## config.mk

```make
export PLATFORM = sky130hd
export DESIGN_NAME = sar_search_ctrl
export DESIGN_NICKNAME = d
export VERILOG_FILES = /design/src/rtl/sar_pkg.sv /design/src/rtl/sar_search_ctrl.sv
export SDC_FILE = /design/constraint.sdc
export NUM_CORES = 1
export LEC_CHECK = 0
export CAP_MARGIN = 20
export CORE_UTILIZATION = 45
export DETAILED_ROUTE_END_ITERATION = 12
export PLACE_DENSITY = 0.77
export SLEW_MARGIN = 20
export SYNTH_ARGS = -nofsm -noshare
export SYNTH_HDL_FRONTEND = slang
export SYNTH_SLANG_ARGS = --single-unit
```

## constraint.sdc

```tcl
create_clock -name clk -period 1.83 [get_ports clk]
set_clock_uncertainty 0.15 [all_clocks]
set_input_delay 0.549 -clock clk [delete_from_list [all_inputs] [get_ports clk]]
set_output_delay 0.549 -clock clk [all_outputs]
set_load 0.02 [all_outputs]
```

## src/rtl/sar_pkg.sv

```systemverilog
// Shared types and constants for the successive-approximation search controller.
package sar_pkg;

  localparam int SAR_WIDTH = 4;
  // Wide enough to count WIDTH tests plus one VERIFY cycle.
  localparam int STEP_W    = $clog2(SAR_WIDTH + 2);

  typedef enum logic [1:0] {
    IDLE   = 2'd0,
    TEST   = 2'd1,
    VERIFY = 2'd2
  } state_e;

endpackage

```

## src/rtl/sar_search_ctrl.sv

```systemverilog
// Successive-approximation search initiator: drives trial operands onto a
// comparator and binary-searches the hidden target MSB first.
module sar_search_ctrl
  import sar_pkg::*;
#(
  parameter int WIDTH = SAR_WIDTH
) (
  input  logic              clk,
  input  logic              rst_n,
  input  logic              start,
  input  logic              l_g,
  input  logic              e,
  output logic [WIDTH-1:0]  trial,
  output logic              busy,
  output logic              done,
  output logic [WIDTH-1:0]  result,
  output logic              found,
  output logic [STEP_W-1:0] steps
);

  localparam int IDX_W = $clog2(WIDTH);

  state_e             state_q, state_d;
  logic [WIDTH-1:0]   trial_q, trial_d;
  logic [IDX_W-1:0]   idx_q, idx_d;
  logic [STEP_W-1:0]  steps_q, steps_d;
  logic [WIDTH-1:0]   result_q, result_d;
  logic               found_q, found_d;
  logic               done_q, done_d;

  // NOTE: every always_comb output gets a default first so no path can infer a latch.
  always_comb begin
    state_d  = state_q;
    trial_d  = trial_q;
    idx_d    = idx_q;
    steps_d  = steps_q;
    result_d = result_q;
    found_d  = found_q;
    done_d   = 1'b0;

    unique case (state_q)
      IDLE: begin
        if (start) begin
          trial_d = {1'b1, {(WIDTH-1){1'b0}}};
          idx_d   = IDX_W'(WIDTH - 1);
          steps_d = '0;
          state_d = TEST;
        end
      end

      TEST: begin
        steps_d = steps_q + STEP_W'(1);
        if (e) begin
          // Exact hit ends the search early; l_g is meaningless here.
          result_d = trial_q;
          found_d  = 1'b1;
          done_d   = 1'b1;
          state_d  = IDLE;
        end else begin
          if (!l_g) trial_d[idx_q] = 1'b0;
          if (idx_q != '0) begin
            trial_d[idx_q - IDX_W'(1)] = 1'b1;
            idx_d                      = idx_q - IDX_W'(1);
          end else begin
            state_d = VERIFY;
          end
        end
      end

      VERIFY: begin
        steps_d  = steps_q + STEP_W'(1);
        result_d = trial_q;
        found_d  = e;
        done_d   = 1'b1;
        state_d  = IDLE;
      end

      default: state_d = IDLE;
    endcase
  end

  // NOTE: sequential state uses non-blocking assignments so all registers update together.
  always_ff @(posedge clk or negedge rst_n) begin
    if (!rst_n) begin
      state_q  <= IDLE;
      trial_q  <= '0;
      idx_q    <= '0;
      steps_q  <= '0;
      result_q <= '0;
      found_q  <= 1'b0;
      done_q   <= 1'b0;
    end else begin
      state_q  <= state_d;
      trial_q  <= trial_d;
      idx_q    <= idx_d;
      steps_q  <= steps_d;
      result_q <= result_d;
      found_q  <= found_d;
      done_q   <= done_d;
    end
  end

  assign trial  = trial_q;
  assign busy   = (state_q != IDLE);
  assign done   = done_q;
  assign result = result_q;
  assign found  = found_q;
  assign steps  = steps_q;

endmodule

```

==> results.yml, run 1 <==
outcome:
  outcome: "finished, final reports clean"
sta:
  setup_slack_ps: 57.7
  rsz0062_at_grt: "yes"
  hold_viol_final: 0
  whs_ps: 358
  setup_tns_ps: 0
  slew_viol_final: 0
  period_needed_ps: 1770
  timing.final.crit_share: 0.968
  fmax_mhz: 564
  tightest_slew_ps: 210
  setup_viol: 0
  slew_headroom: 0.857
routing:
  via_count: 810
  avgViaCountPerCell: 5.29
  first_iter_violations: 7
  wl_um: 1980
  final_antenna_net_count: 0
  avgRoutedWirePerCell_um: 12.9
  drtPass1Iterations: 4
  drc: 0
setup_path:
  worstSetupPathType: "flop to flop"
  cp-start-kind: "flop"
  critical-path-max-stage-delay_ps: 400
  r2r_start: "state_q[1]$_DFFE_PN0P_"
  worstReg2RegEnd: "trial[3]$_DFFE_PN0P_"
  cp_data_required_time_ps: 1860
  r2r_slack_ps: 60
  cp-end-kind: "flop"
  critPathSlowestCell: "dfrtp_1"
  path_delay_family: "flip-flops"
  path_buf_inv: 2
  crit_chain: "inv_2, ha_2, buf_4, nand2b_1, nand2b_2, o21ai_1, o21ai_0"
  worst-path-max-fanout: 9
  r2r_cells: 7
  cp.arrival_ps: 1800
power:
  p_leak_uw: 0.000633
  p_int_uw: 1200
  p_per_area_mw_per_mm2: 1620
  clockPowerShare: 0.097
  swShare: 0.423
  p_comb_frac: 0.599
  power.switching_uw: 882
  seqPwrFrac: 0.304
  vdd_drop_max_mv: 0.915
final_layout:
  nets: 140
  nFillCells: 164
  fin_util: 0.644
  diodes: 0
  area_growth_syn_to_layout_pct: 32.9
  drive_gt1_frac: 0.262
  multiInputGateArea_um2: 499
  seqCellArea_um2: 425
  fin_cells: 153
placement:
  hpwlAfterDp_um: 1460
  dp_worst_setup_slack_ps: -203
  io_buffers: 18
  place_congestion: 0.721
  dp.cells: 148
die:
  rows: 16
  pin_count: 19
  dieArea_mm2: 0.00235
  die_h_um: 48.5
  fp.coreArea_mm2: 0.00200
  initial_core_util: 0.485
  die_x_um: 48.5
hold_path:
  hold_depth: 1
  worstHoldPathType: "flop to flop"
  holdPathEnd: "result[2]$_DFFE_PN0P_"
  hp-start: "result[2]$_DFFE_PN0P_"
synthesis:
  async_reset_ff_frac: 1.00
  syn_inst: 94
  synthDistinctLibCells: 32
  synth_warnings: 0
  syn_nets: 107
  syn_area_um2: 971
  yosys-top-cells-area: "dfrtp_1 44%, ha_1 10%, a21oi_1 5.2%"
  synth.top_cell.area_share: 0.438
  yosysTopAreaCell: "dfrtp_1"
  synthFlopType: "dfrtp_1"
  ys_seq_area_frac: 0.438
  ys_ff_latch: 17
  syn_avg_cell_area_um2: 10.3
  synth_edf_count: 0
clocking:
  clkLatencyLatePin_ps: 290
  cts.sinks: 17
  clkTransAtPathRegs_ps: 100
  cts_buffer_depth: 2
  clock-root-buffer: "clkbuf_4"
  cts_max_level: 1
  numCtsBuffers: 3
  tritoncts: "done"
global_route:
  grt-ovfl-total: 0
  grt_max_degree: 18
  grt_pass1_wl_um: 3410
  grt_util_all_layers: 0.187
  antenna_found_initial: 0
  grt_pass1_vias: 801
job:
  timing.max_cap.violations: 0
[final cells by class]
class,instances,share of cell area
sequential,17,0.330
inverter,7,0.0204
clock buffer,3,0.0175
timing repair buffer,33,0.215
multi-input combinational,65,0.387
tap,27,0.0262
clock inverter,1,0.00388
[worst max-delay path by stage]
stage | from | end | cells after the start
floorplan | state_q[0]$_DFFE_PN0P_ | busy | 4
global placement | start | trial[1]$_DFFE_PN0P_ | 5
CTS | state_q[1]$_DFFE_PN0P_ | busy | 4
global route | state_q[1]$_DFFE_PN0P_ | trial[3]$_DFFE_PN0P_ | 7
detailed placement | start | trial[3]$_DFFE_PN0P_ | 5
finish | state_q[1]$_DFFE_PN0P_ | trial[3]$_DFFE_PN0P_ | 7
[cells in the mapped netlist (2+ instances only)]
cell type and instances:
a21o_1 2, a21oi_1 10, buf_6 2, dfrtp_1 17
ha_1 8, inv_1 7, mux2_1 4, mux2i_2 2
nand2_1 5, nand2b_1 3, nand3_1 3, nor2_1 4
nor3_1 2, o21ai_0 5, o21ai_1 3
[flip-flops by register name, summed over array words and instances, names as in the netlist]
signal   flops
steps        3
trial        4
found        1
idx_q        2
state_q      2
done         1
result       4
[repair_timing]
action | CTS | global route
setup endpoints to repair | 14 | 6
hold buffers | 0 | 0
buffers inserted | 0 | 1
resized for setup | 18 | 10
[metal layers]
metal	wire length (µm)	GRT usage	vias to the layer above
met2	1000	0.312	27
met1	886	0.234	388
met4	13	0.0882	0
li1	-	-	393
met3	77	0.0346	2
met5	0	0	-
[logic make-up (layout without fill, tap and decap cells)]
group | Yosys count | count (layout) | synth area share
adders and majority gates | 8 | 8 | 0.103
AOI/OAI and AO/OA | 27 | 27 | 0.166
xor gates and xnor gates | 1 | 1 | 0.00902
and+or+nand+nor | 21 | 21 | 0.110
DFF | 17 | 17 | 0.438
muxes | 8 | 8 | 0.0966
buffers and inverters | 12 | 44 | 0.0773
[per-stage QoR]
stage	total power (µW)	instance area, µm²
6_report	2090	1290
5_1_grt	2250	1290
4_1_cts	2010	1250
3_5_place_dp	1900	1240
3_3_place_gp	1860	1240
2_1_floorplan	1420	971
[placed cells by master (no fill, tap or decap), types with 3 or more instances in the layout]
| master | instances |
|---|---|
| clkbuf_4 | 3 |
| nand2_1 | 5 |
| o21ai_0 | 5 |
| o21ai_1 | 3 |
| nor2_1 | 3 |
| a21oi_1 | 10 |
| ha_1 | 6 |
| buf_4 | 15 |
| dfrtp_1 | 17 |
| nand3_1 | 3 |
| dlygate4sd2_1 | 13 |
| inv_2 | 3 |
| mux2_1 | 4 |
| inv_1 | 4 |
| clkdlybuf4s50_1 | 4 |
[power by group through the flow]
stage,sequential [µW],combinational (µW),clock (µW)
after floorplan,788,633,0
after global placement,634,1230,0
after detailed placement,646,1260,0
after CTS,633,1170,207
after global routing,656,1380,215
final,634,1250,203
[worst reg2reg max path, cell delays in order (launching register included)]
cell and delay (ps):
dfrtp_1 400, inv_2 90, ha_2 260, buf_4 200
nand2b_1 100, nand2b_2 230, o21ai_1 140, o21ai_0 90
Note: power is estimated with default switching activity, not from simulation.
==> inputs of run 2 (changes only) <==
--- a/config.mk
+++ b/config.mk
@@ -7,6 +7,7 @@
 export LEC_CHECK = 0
 export CAP_MARGIN = 20
 export CORE_UTILIZATION = 45
+export CTS_CLUSTER_SIZE = 16
 export DETAILED_ROUTE_END_ITERATION = 12
 export PLACE_DENSITY = 0.77
 export SLEW_MARGIN = 20
==> results of run 2 <==
Same layout as run 1: the final DEF is identical, and so are final timing and power.
